<file path="src/rtl/cpu_pkg.sv">
// Shared CPU definitions: opcode field constants and the fetch-stage state encoding.
package cpu_pkg;

   localparam int unsigned OPC_W = 4;

   localparam logic [OPC_W-1:0] OP_NOP  = 4'h0;
   localparam logic [OPC_W-1:0] OP_HALT = 4'hF;

   typedef enum logic [1:0] {
      IDLE = 2'd0,
      WAIT = 2'd1,
      HALT = 2'd2
   } fetch_state_t;

   // True when the opcode field of an instruction is the HALT encoding.
   function automatic logic is_halt(input logic [OPC_W-1:0] op);
      return op == OP_HALT;
   endfunction

endpackage

</file>
<file path="src/rtl/pc_reg.sv">
// Program counter: jump-target mux plus load/increment with load taking priority.
module pc_reg
   import cpu_pkg::*;
#(
   parameter int unsigned PC_W = 8
) (
   input  logic             clk,
   input  logic             reset,
   input  logic             hold,
   input  logic             load,
   input  logic             inc,
   input  logic             sel,
   input  logic [PC_W-1:0]  reg_data,
   input  logic [OPC_W-1:0] imm,
   output logic [PC_W-1:0]  pc
);

   logic [PC_W-1:0] target_c;

   // sel = 1 jumps to the zero-extended immediate, otherwise to the register value
   always_comb begin
      target_c = reg_data;
      if (sel) begin
         target_c = PC_W'(imm);
      end
   end

   always_ff @(posedge clk) begin
      if (reset) begin
         pc <= '0;
      end else if (!hold) begin
         if (load) begin
            pc <= target_c;
         end else if (inc) begin
            pc <= pc + PC_W'(1);
         end
      end
   end

endmodule

</file>
<file path="src/rtl/fetch_unit.sv">
// Instruction-fetch stage: PC, instruction register, and req/ack handshake to instruction memory.
module fetch_unit
   import cpu_pkg::*;
#(
   parameter int unsigned PC_W    = 8,
   parameter int unsigned INSTR_W = 8
) (
   input  logic               clk,
   input  logic               reset,
   input  logic               LoadIR,
   input  logic               IncPC,
   input  logic               LoadPC,
   input  logic               SelPC,
   input  logic [PC_W-1:0]    RegData,
   output logic               imem_req,
   output logic [PC_W-1:0]    imem_addr,
   input  logic               imem_ack,
   input  logic [INSTR_W-1:0] imem_data,
   output logic [INSTR_W-1:0] Opcode,
   output logic               IRValid,
   output logic               Halted,
   output logic [PC_W-1:0]    PC
);

   fetch_state_t state;

   // PC freezes once halted; jump immediate is taken from the IR before any same-edge load
   pc_reg #(
      .PC_W (PC_W)
   ) u_pc_reg (
      .clk      (clk),
      .reset    (reset),
      .hold     (state == HALT),
      .load     (LoadPC),
      .inc      (IncPC),
      .sel      (SelPC),
      .reg_data (RegData),
      .imm      (Opcode[OPC_W-1:0]),
      .pc       (PC)
   );

   always_ff @(posedge clk) begin
      if (reset) begin
         state     <= IDLE;
         Opcode    <= INSTR_W'(OP_NOP);
         IRValid   <= 1'b0;
         imem_req  <= 1'b0;
         imem_addr <= '0;
         Halted    <= 1'b0;
      end else begin
         case (state)
            IDLE: begin
               if (LoadIR) begin
                  imem_addr <= PC;
                  imem_req  <= 1'b1;
                  IRValid   <= 1'b0;
                  state     <= WAIT;
               end
            end
            WAIT: begin
               if (imem_ack) begin
                  Opcode   <= imem_data;
                  IRValid  <= 1'b1;
                  imem_req <= 1'b0;
                  if (is_halt(imem_data[INSTR_W-1 -: OPC_W])) begin
                     Halted <= 1'b1;
                     state  <= HALT;
                  end else begin
                     state <= IDLE;
                  end
               end
            end
            HALT: begin
               state <= HALT;
            end
            default: begin
               state <= IDLE;
            end
         endcase
      end
   end

endmodule

</file>
<file path="config.mk">
export PLATFORM = sky130hd
export DESIGN_NAME = fetch_unit
export DESIGN_NICKNAME = d
export VERILOG_FILES = /design/src/rtl/cpu_pkg.sv /design/src/rtl/pc_reg.sv /design/src/rtl/fetch_unit.sv
export SDC_FILE = /design/constraint.sdc
export NUM_CORES = 1
export LEC_CHECK = 0
export CAP_MARGIN = 0
export CELL_PAD_IN_SITES_DETAIL_PLACEMENT = 0
export CELL_PAD_IN_SITES_GLOBAL_PLACEMENT = 1
export CORE_MARGIN = 3
export CORE_UTILIZATION = 34
export CTS_CLUSTER_DIAMETER = 200
export DETAILED_ROUTE_END_ITERATION = 8
export PLACE_DENSITY_LB_ADDON = 0.3
export SYNTH_ARGS = -nofsm -noshare
export SYNTH_HDL_FRONTEND = slang
export SYNTH_SLANG_ARGS = --single-unit
</file>
<file path="constraint.sdc">
create_clock -name clk -period 3.3 [get_ports clk]
set_input_delay 0.66 -clock clk [delete_from_list [all_inputs] [get_ports clk]]
set_output_delay 0.66 -clock clk [all_outputs]
set_load 0.02 [all_outputs]
</file>
==> flow_summary.json, run 1 <==
{
  "status": "complete, no violations",
  "die_h_um": 68.4,
  "multiInputGateArea_um2": 694,
  "netlist-cell-type-count": 38,
  "report.final.hold_viol_count": 0,
  "synth-compound-area-share_pct": 14.9,
  "numPortBuffers": 49,
  "rrSetupSlack_ps": 1800,
  "r2r_start": "state[1]",
  "fp-row-count": 22,
  "area_growth_pct": 47.1,
  "grt_pass1_wl_um": 5390,
  "synth_fa_ha_area_share_pct": 0.946,
  "cp_slowest_stage_delay_ps": 930,
  "via_count": 1168,
  "synth_area_um2": 1320,
  "wirelength_um": 3180,
  "core-area_um2": 3720,
  "synth_most_common_cell": "dfxtp_1",
  "cellPowerDensity_nw_per_um2": 461,
  "r2r_end": "Opcode[7]",
  "period_minus_slack_ps": 2130,
  "cts.htree.levels": 2,
  "synth_seq_cells": 29,
  "ctsResizeCount": 0,
  "hold_start": "Halted",
  "fillerInstances": 354,
  "hpwl_um": 2320,
  "grt_max_degree": 30,
  "finalSetupTns_ps": 0,
  "worst_slew_pin_slew_ps": 1050,
  "fp.dieArea_um2": 4670,
  "ant_nets": 0,
  "place_congestion": 0.814,
  "arrival_ps": 2310,
  "critical_path.cell_chain": "clkdlybuf4s50_1 > o21ai_2 > or3_1 > a31oi_1",
  "max-vdd-ir-drop_mv": 0.263,
  "synth_top_area_share_pct": 43.9,
  "grt_pass1_vias": 1171,
  "yosys-top-cells-area": "dfxtp_1 (44%), mux2i_1 (16%), nor2_1 (7.1%), a21oi_1 (3.4%), o21ai_0 (2.6%)",
  "synthFlopType": "dfxtp_1",
  "yosys.area_share.simple_pct": 20.0,
  "syn-num-nets": 163,
  "syn_inst": 139,
  "cts_tree": "yes",
  "netlist_top_cells_count": "dfxtp_1 (29), nor2_1 (25), mux2i_1 (21)",
  "die_w_um": 68.4,
  "hold_depth": 2,
  "nNetsFinal": 212,
  "synth_enable_flop_cells": 0,
  "synth_top_family_by_area": "simple AND/OR/NAND/NOR gates",
  "antenna_cells": 0,
  "min_to": "Halted",
  "worstPathMaxFanout": 21,
  "wl_per_cell_um": 13.4,
  "cts_sinks": 29,
  "hp-class": "reg2reg",
  "cts_buffers": 5,
  "synth_xor_area_share_pct": 0,
  "synthArstFlopShare_pct": 0,
  "worstSetupEndpointType": "flip-flop",
  "start_kind": "input pin",
  "avgSynthCellArea_um2": 9.51,
  "clockBufferDepth": 2,
  "ios": 50,
  "muxShareOfSynthArea_pct": 16.7,
  "antenna_found_initial": 0,
  "clk_latency_ps": 270,
  "yosys.area.top_type": "dfxtp_1",
  "fmax_mhz": 469,
  "cts_root_buf": "clkbuf_8",
  "cts.hold.buffers_added": 0,
  "synth_warnings": 0,
  "critPathSlowestCell": "clkdlybuf4s50_1",
  "cts_setup_buffers": 0,
  "rsz0062_at_grt": "false",
  "ff2ff_path_depth": 3,
  "relSlewSlack_pct": 29.7,
  "whs_ps": 483,
  "clock_skew_ps": 6.22,
  "viasPerCell": 4.93,
  "fin_crit_sh_pct": 64.5,
  "clk_pin_slew_worst_paths_ps": 60,
  "drive_gt1_share_pct": 8.47,
  "critPathRequiredTime_ps": 3480,
  "criticalPathCategory": "in2reg",
  "grt-ovfl-total": 0,
  "regArea_um2": 581,
  "drtPass1Iterations": 4,
  "grt_usage_pct": 15.6,
  "maxCapViolCount": 0,
  "start_util_pct": 35.6,
  "setup_viol": 0,
  "leakage_nw": 0.772,
  "yosysSeqAreaShare_pct": 43.9,
  "remaining_drc_errors": 0,
  "report.final.slew_viol_count": 0,
  "drt_iter0_drc": 92,
  "cp-startpoint": "LoadPC"
}
[per-stage QoR]
stage | total power, W | instance area, um^2 | instances | setup slack, ps | utilization (%)
finish | 0.000897 | 1950 | 237 | 1170 | 52.4
global route | 0.000942 | 1950 | 237 | 1030 | 52.4
CTS | 0.000909 | 1950 | 237 | 1170 | 52.4
detailed placement | 0.000531 | 1830 | 229 | 887 | 49.2
global placement | 0.000529 | 1830 | 229 | 934 | 49.2
floorplan | 0.000464 | 1320 | 139 | 1840 | -
[final cells by class]
type / instances / share of cell area [%]
Multi-Input combinational cell: 102 / 35.7
Inverter: 1 / 0.193
Clock inverter: 1 / 1.54
Sequential cell: 29 / 29.8
Clock buffer: 7 / 4.44
Timing Repair Buffer: 49 / 25.2
Tap cell: 48 / 3.09
[power by group]
| group | leakage, nW | switching [W] | internal (W) |
|---|---|---|---|
| combinational | 0.477 | 0.0000637 | 0.0000755 |
| sequential | 0.236 | 0.0000169 | 0.000366 |
| clock | 0.0585 | 0.000130 | 0.000246 |
| total | 0.772 | 0.000210 | 0.000687 |
[per-layer routing]
layer  part of all wire [%]  track usage (%)
met5                      0                0
met4                   0.41             3.72
met3                    8.8             6.73
met2                     46             25.6
met1                     44             18.6
[cells in the final DEF, fill, tap and decap left out]
cell type,n
a2111oi_2,1
a211oi_1,2
a21oi_1,9
a221oi_1,1
a31o_2,2
a31oi_1,2
a41oi_1,1
and3_1,2
and4_1,2
bufinv_16,1
clkbuf_1,1
clkbuf_8,6
clkdlybuf4s50_1,49
dfxtp_1,29
ha_1,1
inv_1,1
mux2_2,1
mux2i_1,21
nand2_1,4
nand2b_1,1
nand2b_4,2
nand3_1,2
nand3b_1,1
nand4_1,2
nor2_1,25
nor2_4,1
nor2b_1,2
nor3_1,2
nor3b_1,1
nor4_1,1
o211ai_1,1
o21a_1,1
o21a_4,1
o21ai_0,7
o21ai_2,1
or2b_1,1
or3_1,1
[logic make-up after synthesis]
| family | after synthesis |
|---|---|
| simple gates | 50 |
| compound gates | 29 |
| flops | 29 |
| mux | 22 |
| buf+inv | 8 |
| fa+ha+maj | 1 |
[worst max-delay path by stage]
stage / endpoint / slack [ps] / cells after the start
2_1_floorplan: u_pc_reg.pc[6] / 1840 / 5
3_3_place_gp: u_pc_reg.pc[0] / 930 / 4
5_1_grt: u_pc_reg.pc[0] / 1030 / 4
6_report: u_pc_reg.pc[0] / 1170 / 4
4_1_cts: u_pc_reg.pc[0] / 1170 / 4
3_5_place_dp: u_pc_reg.pc[0] / 890 / 4
[critical path, delay by kind of cell]
| family | cells | cell delay (ps) |
|---|---|---|
| compound gates | 2 | 380 |
| buf+inv | 1 | 930 |
| simple gates | 1 | 340 |
Note: power is estimated with default switching activity, not from simulation.
==> inputs of run 2 (changes only) <==
--- a/config.mk
+++ b/config.mk
@@ -9,7 +9,7 @@
 export CELL_PAD_IN_SITES_DETAIL_PLACEMENT = 0
 export CELL_PAD_IN_SITES_GLOBAL_PLACEMENT = 1
 export CORE_MARGIN = 3
-export CORE_UTILIZATION = 34
+export CORE_UTILIZATION = 29
 export CTS_CLUSTER_DIAMETER = 200
 export DETAILED_ROUTE_END_ITERATION = 8
 export PLACE_DENSITY_LB_ADDON = 0.3
==> constraint.sdc (replaced) <==
create_clock -name clk -period 1.8 [get_ports clk]
set_input_delay 0.36 -clock clk [delete_from_list [all_inputs] [get_ports clk]]
set_output_delay 0.36 -clock clk [all_outputs]
set_load 0.02 [all_outputs]
==> run 2 against run 1 <==
  * Register-to-register slack lost 1500 ps
  * Count of clock-buffer cells in the layout fell by 1
  * Non-clock buffer count increased by 8
  * Combinational power grew 100%
  * Sequential cell count unchanged
  * Global-route usage is 2.0 points lower
  * Routed wire length up 8.4%
  * Critical endpoint is now PC[1]
  * Largest cell class unchanged
  * Highest routed layer unchanged
==> flow_summary.json, run 2 (same netlist as run 1, synthesis figures left out) <==
{
  "status": "complete, no violations",
  "busiest_layer": "met2",
  "cts_root_buf": "clkbuf_8",
  "wl_per_cell_um": 13.9,
  "core-area_um2": 4200,
  "rsz0062_at_grt": "false",
  "r2r_start": "u_pc_reg.pc[0]",
  "grt_max_degree": 30,
  "critPathCapture": "PC[1]",
  "area_growth_pct": 53.5,
  "grt_use_met2_pct": 22.1,
  "report.final.slew_viol_count": 0,
  "remaining_drc_errors": 0,
  "worstPathMaxFanout": 7,
  "rrSetupSlack_ps": 310,
  "nNetsFinal": 220,
  "final_cell_mix": "clkdlybuf4s50_1 (47), dfxtp_1 (29), nor2_1 (25)",
  "ff2ff_path_depth": 5,
  "cp-startpoint": "u_pc_reg.pc[1]",
  "start_kind": "flip-flop",
  "place_area_um2": 1900,
  "cp.depth": 1,
  "cts_setup_buffers": 0,
  "grt_pass1_vias": 1234,
  "finalNonFillerCells": 247,
  "maxCapViolCount": 0,
  "start_util_pct": 31.5,
  "clock_skew_ps": 6.73,
  "critPathSlowestCell": "clkdlybuf4s50_1",
  "cts.htree.levels": 2,
  "fp-row-count": 23,
  "r2r_end": "u_pc_reg.pc[6]",
  "drt_iter0_drc": 67,
  "hpwl_um": 2600,
  "numPortBuffers": 49,
  "grtUsageMet3_pct": 4.65,
  "fp.dieArea_um2": 5410,
  "worst_slew_pin_slew_ps": 341,
  "finalSetupTns_ps": 0,
  "regArea_um2": 581,
  "multiInputGateArea_um2": 694,
  "antenna_cells": 0,
  "antenna_found_initial": 0,
  "viasPerCell": 4.99,
  "relSlewSlack_pct": 77.2,
  "fin_area_um2": 2030,
  "place_congestion": 0.752,
  "period_minus_slack_ps": 1730,
  "cts_buffers": 5,
  "cts.hold.buffers_added": 0,
  "crit_family": "buffers and inverters",
  "grt_usage_pct": 13.6,
  "worstSetupEndpointType": "output pin",
  "via_count": 1233,
  "cts_tree": "yes",
  "clk_pin_slew_worst_paths_ps": 70,
  "fin_crit_sh_pct": 96.0,
  "whs_ps": 476,
  "fmax_mhz": 579,
  "ios": 50,
  "setup_viol": 0,
  "wirelength_um": 3440,
  "drtPass1Iterations": 4,
  "die_w_um": 73.5,
  "power_w": 0.00168,
  "die_h_um": 73.5,
  "critPathRequiredTime_ps": 1440,
  "criticalPathCategory": "reg2out",
  "grt_pass1_wl_um": 5680,
  "cts_sinks": 29,
  "clk_latency_ps": 280,
  "cp_slowest_stage_delay_ps": 650,
  "fillerInstances": 384,
  "critical_path.cell_chain": "clkdlybuf4s50_1",
  "grt-ovfl-total": 0,
  "grtUsageMet1_pct": 16.8,
  "leakage_nw": 0.846,
  "drive_gt1_share_pct": 12.7,
  "max-vdd-ir-drop_mv": 0.526,
  "clockBufferDepth": 2,
  "placed_cells": 239,
  "cp.buffers_inverters": 1,
  "hp-class": "reg2reg",
  "report.final.hold_viol_count": 0,
  "arrival_ps": 1370,
  "ant_nets": 0,
  "cellPowerDensity_nw_per_um2": 827,
  "final_common_cell": "clkdlybuf4s50_1"
}
## run 2: layer usage
metal	wire length, um	vias up	part of all wire [%]
li1	-	613	-
met1	1490	578	43
met2	1710	36	50
met3	201	6	5.8
met4	39	0	1.1
met5	0	-	0
## run 2: layout make-up
class	instances	share of cell area, %
clock buffers	6	4.07
multi-input cells	102	34.2
repair buffers	57	28.0
inverters	1	0.185
well taps	50	3.08
flip-flops and latches	29	28.6
clock inverters	2	1.85
## run 2: report_power, final
group / switching [W] / internal (W) / leakage (nW)
clock: 0.000253 / 0.000450 / 0.0574
sequential: 0.0000243 / 0.000670 / 0.236
combinational: 0.000129 / 0.000151 / 0.552
total: 0.000407 / 0.00127 / 0.846
## run 2: worst min-delay path by stage
stage	cells after the start	from	end	slack [ps]
global route	2	Halted	Halted	510
finish	2	Halted	Halted	480
global placement	2	Halted	Halted	460
CTS	2	Halted	Halted	480
floorplan	2	imem_data[0]	Opcode[0]	500
detailed placement	2	Halted	Halted	460
## run 2: repair_timing
item | 4_1_cts | 5_1_grt
resized for setup | 0 | 2
endpoints found under the setup margin | 0 | 2
endpoints found under the hold margin | 0 | 0
## run 2: per-stage QoR
stage          worst slack (ps)  utilization [%]
2_1_floorplan               339                -
3_3_place_gp                110             45.3
3_5_place_dp               62.1             45.3
4_1_cts                    16.6             48.2
5_1_grt                    23.2             48.3
6_report                   72.3             48.3
